--- config.mk ---
export PLATFORM = sky130hd
export DESIGN_NAME = pipeline_hazard_controller
export DESIGN_NICKNAME = d
export VERILOG_FILES = /design/src/rtl/hazard_pkg.sv /design/src/rtl/hazard_scoreboard.sv /design/src/rtl/pipeline_hazard_controller.sv
export SDC_FILE = /design/constraint.sdc
export NUM_CORES = 1
export LEC_CHECK = 0
export CAP_MARGIN = 20
export CORE_AREA = 2 2 66 68
export CTS_BUF_LIST = sky130_fd_sc_hd__clkbuf_16
export DETAILED_ROUTE_END_ITERATION = 10
export DIE_AREA = 0 0 68 70
export GPL_TIMING_DRIVEN = 1
export HOLD_SLACK_MARGIN = 0.06
export PLACE_DENSITY = 0.76
export SYNTH_ARGS = -nofsm -noshare
export SYNTH_HDL_FRONTEND = slang
export SYNTH_SLANG_ARGS = --single-unit
--- constraint.sdc ---
create_clock -name clk -period 2.9 [get_ports clk]
set_clock_uncertainty 0.15 [all_clocks]
set_input_delay 0.29 -clock clk [delete_from_list [all_inputs] [get_ports clk]]
set_output_delay 0.29 -clock clk [all_outputs]
set_load 0.05 [all_outputs]
--- src/rtl/hazard_pkg.sv ---
// Shared types for the pipeline hazard controller: scoreboard entry, forwarding
// select encodings and the hard-wired zero register.
package hazard_pkg;

  localparam int unsigned SB_REG_W = 5;
  localparam logic [SB_REG_W-1:0] REG_ZERO = '0;

  typedef struct packed {
    logic                valid;
    logic                reg_write;
    logic [SB_REG_W-1:0] dest;
    logic                mem_read;
  } sb_entry_t;

  localparam sb_entry_t SB_EMPTY = '0;

  typedef enum logic [1:0] {
    FWD_RF    = 2'd0,
    FWD_EXMEM = 2'd1,
    FWD_MEMWB = 2'd2
  } fwd_sel_e;

  // A producer only matters if it really writes a non-zero register.
  function automatic logic sb_hit(sb_entry_t e, logic [SB_REG_W-1:0] src, logic used);
    return used && e.valid && e.reg_write && (e.dest != REG_ZERO) && (e.dest == src);
  endfunction

endpackage

--- src/rtl/hazard_scoreboard.sv ---
// Three-entry (EX, MEM, WB) in-flight destination scoreboard with branch squash
// and per-source match vectors. HAZARD_FORWARDING_EN adds the EX load-use hit.
module hazard_scoreboard
  import hazard_pkg::*;
(
  input  logic                clk,
  input  logic                reset,
  input  sb_entry_t           id_entry,
  input  logic                load_id,
  input  logic                squash,
  input  logic [SB_REG_W-1:0] rs,
  input  logic [SB_REG_W-1:0] rt,
  input  logic                uses_rs,
  input  logic                uses_rt,
  output logic [2:0]          rs_match,
  output logic [2:0]          rt_match
`ifdef HAZARD_FORWARDING_EN
  ,
  output logic                ex_load_hit
`endif
);

  sb_entry_t ex_entry, mem_entry, wb_entry;

  // A taken branch in MEM kills the EX instruction before it reaches MEM.
  always_ff @(posedge clk or negedge reset) begin
    if (!reset) begin
      ex_entry  <= SB_EMPTY;
      mem_entry <= SB_EMPTY;
      wb_entry  <= SB_EMPTY;
    end else begin
      wb_entry  <= mem_entry;
      mem_entry <= squash ? SB_EMPTY : ex_entry;
      ex_entry  <= load_id ? id_entry : SB_EMPTY;
    end
  end

  always_comb begin
    rs_match = {sb_hit(wb_entry, rs, uses_rs), sb_hit(mem_entry, rs, uses_rs),
                sb_hit(ex_entry, rs, uses_rs)};
    rt_match = {sb_hit(wb_entry, rt, uses_rt), sb_hit(mem_entry, rt, uses_rt),
                sb_hit(ex_entry, rt, uses_rt)};
  end

`ifdef HAZARD_FORWARDING_EN
  assign ex_load_hit = ex_entry.mem_read && (rs_match[0] || rt_match[0]);
`endif

endmodule

--- src/rtl/pipeline_hazard_controller.sv ---
// 5-stage MIPS hazard controller: RAW stalls, ID jumps, MEM branch redirects and
// a saturating stall counter. HAZARD_FORWARDING_EN enables operand forwarding.
module pipeline_hazard_controller
  import hazard_pkg::*;
#(
  parameter int unsigned STALL_CNT_W = 16,
  parameter int unsigned REG_ADDR_W  = 5
) (
  input  logic                   clk,
  input  logic                   reset,
  input  logic                   id_valid,
  input  logic [REG_ADDR_W-1:0]  id_rs,
  input  logic [REG_ADDR_W-1:0]  id_rt,
  input  logic                   id_uses_rs,
  input  logic                   id_uses_rt,
  input  logic                   id_reg_write,
  input  logic [REG_ADDR_W-1:0]  id_write_reg,
  input  logic                   id_mem_read,
  input  logic                   id_jump,
  input  logic                   mem_branch_taken,
  output logic                   pc_write_en,
  output logic                   if_id_write_en,
  output logic                   if_id_flush,
  output logic                   id_ex_bubble,
  output logic                   ex_mem_flush,
  output logic                   stall_active,
  output logic [STALL_CNT_W-1:0] stall_count
`ifdef HAZARD_FORWARDING_EN
  ,
  output logic [1:0]             fwd_a_sel,
  output logic [1:0]             fwd_b_sel
`endif
);

  sb_entry_t  id_entry;
  logic [2:0] rs_match, rt_match;
  logic       hz;

  always_comb begin
    id_entry           = SB_EMPTY;
    id_entry.valid     = id_valid;
    id_entry.reg_write = id_reg_write;
    id_entry.dest      = id_write_reg;
    id_entry.mem_read  = id_mem_read;
  end

`ifdef HAZARD_FORWARDING_EN
  logic ex_load_hit;
`endif

  hazard_scoreboard u_scoreboard (
    .clk      (clk),
    .reset    (reset),
    .id_entry (id_entry),
    .load_id  (!id_ex_bubble),
    .squash   (mem_branch_taken),
    .rs       (id_rs),
    .rt       (id_rt),
    .uses_rs  (id_uses_rs),
    .uses_rt  (id_uses_rt),
    .rs_match (rs_match),
    .rt_match (rt_match)
`ifdef HAZARD_FORWARDING_EN
    ,
    .ex_load_hit (ex_load_hit)
`endif
  );

`ifdef HAZARD_FORWARDING_EN
  // Producers in EX or MEM select the EX_MEM path; WB-only matches use MEM_WB.
  function automatic logic [1:0] pick_fwd(logic [2:0] m);
    if (m[0] || m[1]) return FWD_EXMEM;
    if (m[2])         return FWD_MEMWB;
    return FWD_RF;
  endfunction

  assign hz        = id_valid && ex_load_hit;
  assign fwd_a_sel = id_valid ? pick_fwd(rs_match) : FWD_RF;
  assign fwd_b_sel = id_valid ? pick_fwd(rt_match) : FWD_RF;
`else
  assign hz = id_valid && ((|rs_match) || (|rt_match));
`endif

  always_comb begin
    pc_write_en    = 1'b1;
    if_id_write_en = 1'b1;
    if_id_flush    = 1'b0;
    id_ex_bubble   = 1'b0;
    ex_mem_flush   = 1'b0;
    stall_active   = 1'b0;
    if (reset) begin
      if (mem_branch_taken) begin
        if_id_flush  = 1'b1;
        id_ex_bubble = 1'b1;
        ex_mem_flush = 1'b1;
      end else if (hz) begin
        pc_write_en    = 1'b0;
        if_id_write_en = 1'b0;
        id_ex_bubble   = 1'b1;
        stall_active   = 1'b1;
      end else if (id_jump) begin
        if_id_flush = 1'b1;
      end
    end
  end

  always_ff @(posedge clk or negedge reset) begin
    if (!reset) begin
      stall_count <= '0;
    end else if (stall_active && (stall_count != '1)) begin
      stall_count <= stall_count + 1'b1;
    end
  end

endmodule

==> impl_results.html, run 1 <==
<table>
<tr><th>Metric</th><th>Value</th></tr>
<tr><th colspan="2">Status</th></tr>
<tr><td>Status</td><td>finished, final reports clean</td></tr>
<tr><th colspan="2">Logic synthesis</th></tr>
<tr><td>Yosys synthesis warning count</td><td>0</td></tr>
<tr><td>Top post-synthesis cells by area</td><td>sky130_fd_sc_hd__dfrtp_1, sky130_fd_sc_hd__xor2_1, sky130_fd_sc_hd__xnor2_1</td></tr>
<tr><td>Xor and xnor fraction of the mapped netlist area</td><td>0.199</td></tr>
<tr><td>Simple-Gate Fraction of Synth Area</td><td>0.219</td></tr>
<tr><td>Yosys top cell area share</td><td>0.488</td></tr>
<tr><td>Main combinational cell family by area after synthesis</td><td>simple AND/OR/NAND/NOR gates</td></tr>
<tr><td>Synthesized Nets</td><td>198</td></tr>
<tr><td>Sequential cell area fraction in the yosys report</td><td>0.488</td></tr>
<tr><td>Fraction of the mapped netlist area in compound gates</td><td>0.0561</td></tr>
<tr><td>Most repeated cell in the gate-level netlist after synthesis</td><td>sky130_fd_sc_hd__dfrtp_1</td></tr>
<tr><td>EDFF count, synth</td><td>0</td></tr>
<tr><td>Commonest cells in the netlist</td><td>sky130_fd_sc_hd__dfrtp_1, sky130_fd_sc_hd__xor2_1, sky130_fd_sc_hd__xnor2_1</td></tr>
<tr><td>Synthesized area divided by synthesized cell count</td><td>11.0 sq um</td></tr>
<tr><td>FF+latch count, synth</td><td>37</td></tr>
<tr><td>Proportion of synthesized area in mux cells</td><td>0.0119</td></tr>
<tr><td>Dominant synthesized flop cell</td><td>sky130_fd_sc_hd__dfrtp_1</td></tr>
<tr><td>Library cells used by synthesis</td><td>28</td></tr>
<tr><td>Synth Area in Adders</td><td>0.00660</td></tr>
<tr><td>Total standard cell area after synthesis</td><td>1900 sq um</td></tr>
<tr><td>Mapped Cells</td><td>173</td></tr>
<tr><td>Share of flip-flops with an asynchronous set or reset</td><td>1.00</td></tr>
<tr><td>Post-synth top area cell</td><td>sky130_fd_sc_hd__dfrtp_1</td></tr>
<tr><th colspan="2">Detailed routing</th></tr>
<tr><td>Post-DRT Antenna Nets</td><td>0</td></tr>
<tr><td>Violation count after the first detailed-route iteration</td><td>117</td></tr>
<tr><td>Total DRC errors in the routed layout</td><td>0</td></tr>
<tr><td>Wire length after detailed routing</td><td>4120 um</td></tr>
<tr><td>Top metal layer carrying routed signals</td><td>met4</td></tr>
<tr><td>Count of vias placed by the detailed router</td><td>1464</td></tr>
<tr><td>Average wire per cell in the routed design</td><td>14.8 um</td></tr>
<tr><td>Met2 Wirelength</td><td>1990 um</td></tr>
<tr><td>Detailed-router iteration count before antenna repair</td><td>4</td></tr>
<tr><td>Wire length the detailed router placed on met1</td><td>1860 um</td></tr>
<tr><td>Routed wl met3</td><td>177 um</td></tr>
<tr><td>Via-to-Cell Ratio</td><td>5.25</td></tr>
<tr><th colspan="2">Die</th></tr>
<tr><td>Num rows</td><td>24</td></tr>
<tr><td>Initial core utilization</td><td>0.458</td></tr>
<tr><td>Die Span X</td><td>68 um</td></tr>
<tr><td>I/O pin cnt</td><td>46</td></tr>
<tr><td>Area inside the core boundary</td><td>4140 sq um</td></tr>
<tr><td>Die Footprint</td><td>4760 sq um</td></tr>
<tr><td>Die span in y</td><td>70 um</td></tr>
<tr><th colspan="2">STA</th></tr>
<tr><td>Transition time of the tightest slew-check pin</td><td>0.541 ns</td></tr>
<tr><td>Final number of setup-violating endpoints</td><td>0</td></tr>
<tr><td>Setup repair after global routing missed its margin</td><td>no</td></tr>
<tr><td>Shortest period the worst path allows</td><td>2.76 ns</td></tr>
<tr><td>Number of failing hold endpoints at the final stage</td><td>0</td></tr>
<tr><td>Period utilization</td><td>0.953</td></tr>
<tr><td>Max-slew headroom at the worst pin</td><td>0.637</td></tr>
<tr><td>Number of pins with negative max-slew slack in the final report</td><td>0</td></tr>
<tr><td>Setup TNS</td><td>0 ns</td></tr>
<tr><td>Highest Clock Rate</td><td>362 MHz</td></tr>
<tr><td>Final worst-path setup slack</td><td>0.137 ns</td></tr>
<tr><td>Worst hold slack</td><td>0.228 ns</td></tr>
<tr><th colspan="2">Hold path</th></tr>
<tr><td>Class of the most critical hold timing path</td><td>reg -&gt; reg</td></tr>
<tr><th colspan="2">Power</th></tr>
<tr><td>Peak VDD IR</td><td>0.264 mV</td></tr>
<tr><td>Static leakage</td><td>0.00113 uW</td></tr>
<tr><td>Power density over the cells</td><td>493 nW/um^2</td></tr>
<tr><th colspan="2">Clock tree</th></tr>
<tr><td>Clock Pin Slew Worst Setup and Hold Paths</td><td>0.06 ns</td></tr>
<tr><td>Sink count of the clock tree</td><td>37</td></tr>
<tr><td>Clock latency on the worst-skew pair</td><td>0.28 ns</td></tr>
<tr><td>Setup Buffers After CTS</td><td>0</td></tr>
<tr><td>Num CTS Buffers</td><td>5</td></tr>
<tr><td>Clock tree from TritonCTS</td><td>done</td></tr>
<tr><td>Root Driver</td><td>sky130_fd_sc_hd__clkbuf_16</td></tr>
<tr><td>Clock Path Buffers</td><td>2</td></tr>
<tr><td>Total number of H-tree levels</td><td>2</td></tr>
<tr><th colspan="2">Cells and area</th></tr>
<tr><td>Layout overhead on the synthesized area</td><td>37.9%</td></tr>
<tr><td>Seq. cell area</td><td>926 sq um</td></tr>
<tr><td>Area of the multi-input gates</td><td>946 sq um</td></tr>
<tr><td>Fraction of final layout cells sized beyond drive strength 1</td><td>0.115</td></tr>
<tr><td>Diode count</td><td>0</td></tr>
<tr><td>Core Util, Final</td><td>0.631</td></tr>
<tr><td>Final nets</td><td>251</td></tr>
<tr><td>Post-route cell area</td><td>2620 sq um</td></tr>
<tr><td>Filler cells</td><td>346</td></tr>
<tr><th colspan="2">GRT</th></tr>
<tr><td>Number of global-route vias before repair</td><td>1506</td></tr>
<tr><td>Largest net degree at the start of global routing</td><td>41</td></tr>
<tr><td>Antenna violations before repair</td><td>0</td></tr>
<tr><td>Total grt overflow</td><td>0</td></tr>
<tr><td>Overall Global Routing Usage</td><td>0.201</td></tr>
<tr><td>First-pass GRT wire length</td><td>7130 um</td></tr>
<tr><th colspan="2">Placed design</th></tr>
<tr><td>Number of buffers added on ports</td><td>44</td></tr>
<tr><td>Detailed Place HPWL</td><td>2920 um</td></tr>
<tr><td>Total cell area at the placement stage</td><td>2420 sq um</td></tr>
<tr><td>Minimum setup slack after placement</td><td>0.0972 ns</td></tr>
<tr><td>GP Congestion</td><td>0.865</td></tr>
<tr><th colspan="2">Setup path</th></tr>
<tr><td>Cell with the biggest individual delay on the critical path</td><td>sky130_fd_sc_hd__clkdlybuf4s50_1</td></tr>
<tr><td>Required time of the critical path</td><td>2.46 ns</td></tr>
<tr><td>Worst-path cell chain</td><td>clkdlybuf4s50_1, xor2_1, nor4_1, nand3_1, a21o_1, a31oi_4, nor2b_1, o21a_1, buf_4</td></tr>
<tr><td>Slowest stage delay, CP</td><td>0.50 ns</td></tr>
<tr><td>Largest fanout on the critical path</td><td>5</td></tr>
<tr><td>Kind of end point of the critical path</td><td>primary output</td></tr>
<tr><td>Worst setup path category</td><td>in -&gt; out</td></tr>
<tr><td>Data arrival at the endpoint of the critical path</td><td>2.32 ns</td></tr>
<tr><td>Startpoint types</td><td>primary input</td></tr>
<tr><th colspan="2">Job</th></tr>
<tr><td>Max-cap check violation count</td><td>0</td></tr>
</table>
[flip-flops by register name, indices dropped and copies added (netlist names)]
register,cells
stall_count,16
u_scoreboard.mem_entry,7
u_scoreboard.ex_entry,7
u_scoreboard.wb_entry,7
[worst paths after layout]
path                                            from                   endpoint  slack (ns)  cells after the start
hold / removal             u_scoreboard.mem_entry[6]   u_scoreboard.wb_entry[6]        0.23                      0
setup reg to reg           u_scoreboard.mem_entry[1]             stall_count[1]        0.53                      8
setup / recovery                            id_rt[2]                if_id_flush        0.14                      9
min in group asynchronous                      reset  u_scoreboard.mem_entry[3]        0.51                      3
max in group asynchronous                      reset            stall_count[14]        1.74                      3
hold reg to reg            u_scoreboard.mem_entry[6]   u_scoreboard.wb_entry[6]        0.23                      0
[metrics by stage]
stage / power, uW / instances
5_1_grt: 1340 / 279
4_1_cts: 1300 / 279
3_5_place_dp: 697 / 270
3_3_place_gp: 694 / 270
6_report: 1290 / 279
2_1_floorplan: 623 / 173
[report_power, final]
group          switching (uW)  internal, uW
Combinational            69.4          69.9
Sequential               18.5           534
Clock                     196           402
Total                     284          1010
[cells by family after synthesis]
logic type | Yosys count
AO/OA/AOI/OAI | 13
AND/OR/NAND/NOR | 70
flip-flops | 37
multiplexers | 2
buffers and inverters | 7
adder cells (fa/ha/maj) | 1
XOR/XNOR | 43
[cells in the final DEF (no fill, tap or decap), drive strengths merged, types with 4 or more instances in the layout]
master / synthesis / final
clkdlybuf4s50: 0 / 37
dfrtp: 37 / 37
xor2: 24 / 24
xnor2: 19 / 19
nor2b: 16 / 16
nand3: 13 / 13
buf: 2 / 12
nand4: 10 / 10
and3: 9 / 9
nor4: 6 / 6
nand2: 5 / 5
clkbuf: 3 / 5
and2: 4 / 4
[layout make-up]
type | count | share of cell area
inverter | 2 | 0.00287
multi-input combinational | 129 | 0.362
clock buffer | 5 | 0.0478
clock inverter | 3 | 0.0158
sequential | 37 | 0.354
tap | 52 | 0.0249
timing repair buffer | 51 | 0.193
[metal layers]
layer	vias up	track usage
met3	10	0.0531
li1	713	-
met1	708	0.272
met2	33	0.307
met5	-	0
met4	0	0.0711
[repair_timing]
action                                  CTS  global route
resized for setup                         0             4
endpoints found under the hold margin    37             0
endpoints found under the setup margin    0             2
hold buffers                              1             0
[worst max-delay path: cells and delay by family]
kind	cells	cell delay (ns)
buffers and inverters	2	0.68
AND/OR/NAND/NOR	3	0.54
AO/OA/AOI/OAI	3	0.64
XOR/XNOR	1	0.18
Note: power is estimated with default switching activity, not from simulation.
==> inputs of run 2 (changes only) <==
- CTS_CLUSTER_SIZE: default -> 16
==> results of run 2 <==
No change in the layout: final DEF, timing and power equal those of run 1.
==> inputs of run 3 (changes only) <==
- CORE_AREA: 2 2 66 68 -> 2 2 72 74
- DIE_AREA: 0 0 68 70 -> 0 0 74 76
- PLACE_DENSITY: 0.76 -> 0.72
==> impl_results.html, run 3 (synthesized netlist as in run 1, its figures left out) <==
<table>
<tr><th>Metric</th><th>Value</th></tr>
<tr><th colspan="2">Power</th></tr>
<tr><td>Peak VDD IR</td><td>0.312 mV (+18%)</td></tr>
<tr><td>Power density over the cells</td><td>482 nW/um^2 (-2.2%)</td></tr>
<tr><td>Static leakage</td><td>0.00113 uW (-0.25%)</td></tr>
<tr><td>Total Power Consumption</td><td>1280 uW (-1.1%)</td></tr>
<tr><th colspan="2">Setup path</th></tr>
<tr><td>Worst-path cell chain</td><td>clkdlybuf4s50_1, xor2_1, nor4_2, nand3_1, a21o_1, a31oi_4, nor2b_1, o21a_1, buf_4</td></tr>
<tr><td>Reg2reg end</td><td>stall_count[1]</td></tr>
<tr><td>Largest fanout on the critical path</td><td>4 (-1)</td></tr>
<tr><td>RR Startpoint</td><td>u_scoreboard.mem_entry[1]</td></tr>
<tr><td>Data arrival at the endpoint of the critical path</td><td>2.34 ns (+0.02 ns)</td></tr>
<tr><td>Startpoint types</td><td>primary input</td></tr>
<tr><td>Critical path capture point</td><td>if_id_flush</td></tr>
<tr><td>Cell with the biggest individual delay on the critical path</td><td>sky130_fd_sc_hd__clkdlybuf4s50_1</td></tr>
<tr><td>Critical Path Stages</td><td>9 (unchanged)</td></tr>
<tr><td>Count of buffering cells on the critical path with inverters included</td><td>2 (unchanged)</td></tr>
<tr><td>Number of cell instances on the worst register-to-register path</td><td>8 (unchanged)</td></tr>
<tr><td>Dominant delay contributor by cell family on the critical path</td><td>buffers and inverters</td></tr>
<tr><td>Worst setup path category</td><td>in -&gt; out</td></tr>
<tr><td>Start point of the critical path</td><td>id_rt[2]</td></tr>
<tr><td>Kind of end point of the critical path</td><td>primary output</td></tr>
<tr><td>Slowest stage delay, CP</td><td>0.52 ns (+0.02 ns)</td></tr>
<tr><td>Required time of the critical path</td><td>2.46 ns (about the same)</td></tr>
<tr><td>Setup slack, reg-to-reg</td><td>0.54 ns (about the same)</td></tr>
<tr><th colspan="2">Status</th></tr>
<tr><td>Status</td><td>finished, final reports clean</td></tr>
<tr><th colspan="2">GRT</th></tr>
<tr><td>First-pass GRT wire length</td><td>7050 um (-1.2%)</td></tr>
<tr><td>Largest net degree at the start of global routing</td><td>35 (-15%)</td></tr>
<tr><td>Number of global-route vias before repair</td><td>1461 (-3.0%)</td></tr>
<tr><td>Overall Global Routing Usage</td><td>0.160 (-0.0406)</td></tr>
<tr><td>Total grt overflow</td><td>0 (unchanged)</td></tr>
<tr><td>Antenna violations before repair</td><td>0 (unchanged)</td></tr>
<tr><th colspan="2">Cells and area</th></tr>
<tr><td>Final nets</td><td>250 (-0.40%)</td></tr>
<tr><td>Seq. cell area</td><td>926 sq um (unchanged)</td></tr>
<tr><td>Fraction of final layout cells sized beyond drive strength 1</td><td>0.111 (-0.00392)</td></tr>
<tr><td>Layout overhead on the synthesized area</td><td>39.5%</td></tr>
<tr><td>Filler cells</td><td>440 (+27%)</td></tr>
<tr><td>Area of the multi-input gates</td><td>955 sq um (+0.93%)</td></tr>
<tr><td>Most frequent standard cell in the layout excluding fill and tap cells</td><td>sky130_fd_sc_hd__clkdlybuf4s50_1</td></tr>
<tr><td>Post-route cell area</td><td>2650 sq um (+1.1%)</td></tr>
<tr><td>Commonest cells after routing, fill and taps aside</td><td>sky130_fd_sc_hd__clkdlybuf4s50_1, sky130_fd_sc_hd__dfrtp_1, sky130_fd_sc_hd__xor2_1, sky130_fd_sc_hd__xnor2_1, sky130_fd_sc_hd__nor2b_1</td></tr>
<tr><td>Diode count</td><td>0 (unchanged)</td></tr>
<tr><td>Flip-flop count of the largest register, all copies and words added</td><td>16 (unchanged)</td></tr>
<tr><td>Register name with the most flops</td><td>stall_count</td></tr>
<tr><th colspan="2">Detailed routing</th></tr>
<tr><td>Detailed-router iteration count before antenna repair</td><td>4 (unchanged)</td></tr>
<tr><td>Wire length after detailed routing</td><td>4080 um (-0.92%)</td></tr>
<tr><td>Total DRC errors in the routed layout</td><td>0 (unchanged)</td></tr>
<tr><td>Post-DRT Antenna Nets</td><td>0 (unchanged)</td></tr>
<tr><td>Violation count after the first detailed-route iteration</td><td>79 (-32%)</td></tr>
<tr><td>Count of vias placed by the detailed router</td><td>1428 (-2.5%)</td></tr>
<tr><td>Via-to-Cell Ratio</td><td>4.82 (-8.1%)</td></tr>
<tr><td>Average wire per cell in the routed design</td><td>13.8 um (-6.6%)</td></tr>
<tr><th colspan="2">STA</th></tr>
<tr><td>Number of failing hold endpoints at the final stage</td><td>0 (unchanged)</td></tr>
<tr><td>Highest Clock Rate</td><td>360 MHz (-0.43%)</td></tr>
<tr><td>Number of pins with negative max-slew slack in the final report</td><td>0 (unchanged)</td></tr>
<tr><td>Final number of setup-violating endpoints</td><td>0 (unchanged)</td></tr>
<tr><td>Shortest period the worst path allows</td><td>2.78 ns (+0.0119 ns)</td></tr>
<tr><td>Worst hold slack</td><td>0.229 ns (+0.000727 ns)</td></tr>
<tr><td>Transition time of the tightest slew-check pin</td><td>0.571 ns (+0.0302 ns)</td></tr>
<tr><td>Max-slew headroom at the worst pin</td><td>0.617 (-0.0203)</td></tr>
<tr><td>Setup repair after global routing missed its margin</td><td>no</td></tr>
<tr><td>Setup TNS</td><td>0 ns (unchanged)</td></tr>
<tr><td>Period utilization</td><td>0.957 (+0.00412)</td></tr>
<tr><th colspan="2">Clock tree</th></tr>
<tr><td>Setup Buffers After CTS</td><td>0 (unchanged)</td></tr>
<tr><td>Num CTS Buffers</td><td>5 (unchanged)</td></tr>
<tr><td>Clock tree from TritonCTS</td><td>done</td></tr>
<tr><td>Root Driver</td><td>sky130_fd_sc_hd__clkbuf_16</td></tr>
<tr><td>Total number of H-tree levels</td><td>2 (unchanged)</td></tr>
<tr><td>Clock Path Buffers</td><td>2 (unchanged)</td></tr>
<tr><td>Clock latency on the worst-skew pair</td><td>0.27 ns (about the same)</td></tr>
<tr><td>Sink count of the clock tree</td><td>37 (unchanged)</td></tr>
<tr><td>Clock Pin Slew Worst Setup and Hold Paths</td><td>0.05 ns (about the same)</td></tr>
<tr><th colspan="2">Die</th></tr>
<tr><td>I/O pin cnt</td><td>46 (unchanged)</td></tr>
<tr><td>Area inside the core boundary</td><td>4910 sq um (+19%)</td></tr>
<tr><td>Die span in y</td><td>76 um (+8.6%)</td></tr>
<tr><td>Num rows</td><td>26 (+8.3%)</td></tr>
<tr><td>Initial core utilization</td><td>0.386 (-0.0716)</td></tr>
<tr><td>Die Footprint</td><td>5620 sq um (+18%)</td></tr>
<tr><td>Die Span X</td><td>74 um (+8.8%)</td></tr>
<tr><th colspan="2">Placed design</th></tr>
<tr><td>Total cell area at the placement stage</td><td>2450 sq um (+1.1%)</td></tr>
<tr><td>Number of buffers added on ports</td><td>44 (unchanged)</td></tr>
<tr><td>GP Congestion</td><td>0.854 (-1.4%)</td></tr>
<tr><td>Detailed Place HPWL</td><td>3090 um (+5.6%)</td></tr>
<tr><th colspan="2">Hold path</th></tr>
<tr><td>Class of the most critical hold timing path</td><td>reg -&gt; reg</td></tr>
<tr><th colspan="2">Job</th></tr>
<tr><td>Max-cap check violation count</td><td>0 (unchanged)</td></tr>
</table>
-- run 3: cell count changes in the layout (fill, tap and decap cells not counted), sizes merged --
| cell | before | now |
|---|---|---|
| clkdlybuf4s50 | 37 | 38 |
| inv | 2 | 3 |
| dlymetal6s2s | 1 | 0 |
| clkinvlp | 1 | 0 |
| buf | 12 | 11 |
-- run 3: power by group --
part,switching (uW),total (uW),internal [uW]
registers,19.3,553,534
logic,69.0,139,70.4
clock network,184,583,399
-- run 3: layer usage --
| metal | up-vias | track usage | share of wire |
|---|---|---|---|
| li1 | 710 | - | - |
| met3 | 4 | 0.0251 | 0.030 |
| met5 | - | 0 | 0 |
| met2 | 27 | 0.245 | 0.47 |
| met4 | 0 | 0.0582 | 0.013 |
| met1 | 687 | 0.228 | 0.48 |
-- run 3: metrics by stage --
stage / util / std cells / setup WS [ns]
global route: 0.539 / 296 / 0.0177
finish: 0.539 / 296 / 0.125
global placement: 0.499 / 287 / 0.125
detailed placement: 0.499 / 287 / 0.0864
floorplan: - / 173 / 0.214
CTS: 0.534 / 296 / 0.0587
-- run 3: repair_timing --
action / 4_1_cts / 5_1_grt
endpoints found under the hold margin: 4 / 0
endpoints found under the setup margin: 0 / 4
hold buffers: 1 / 0
resized for setup: 0 / 4
-- run 3: worst register-to-register path: stages (launching register included) --
cell,delay (ns)
sky130_fd_sc_hd__dfrtp_1,0.43
sky130_fd_sc_hd__xor2_1,0.19
sky130_fd_sc_hd__nor4_2,0.30
sky130_fd_sc_hd__nand3_1,0.10
sky130_fd_sc_hd__a21o_1,0.23
sky130_fd_sc_hd__a31oi_4,0.27
sky130_fd_sc_hd__buf_12,0.18
sky130_fd_sc_hd__nand3_2,0.08
sky130_fd_sc_hd__mux2_2,0.30
-- run 3: cell type report --
class	instances	area share
Timing Repair Buffer	50	0.192
Inverter	2	0.00284
Clock inverter	3	0.0142
Sequential cell	37	0.350
Clock buffer	5	0.0473
Tap cell	70	0.0331
Multi-Input combinational cell	129	0.361
-- run 3: how the worst min path moves through the flow --
| stage | start | cells past startpoint | slack, ns | end |
|---|---|---|---|---|
| after floorplan | reset | 0 | -0.16 | stall_count[0] |
| after global placement | reset | 1 | -0.003 | stall_count[0] |
| after detailed placement | reset | 1 | 0.0006 | stall_count[0] |
| after CTS | u_scoreboard.mem_entry[7] | 0 | 0.23 | u_scoreboard.wb_entry[7] |
| after global routing | u_scoreboard.mem_entry[7] | 0 | 0.24 | u_scoreboard.wb_entry[7] |
| final | u_scoreboard.mem_entry[7] | 0 | 0.23 | u_scoreboard.wb_entry[7] |
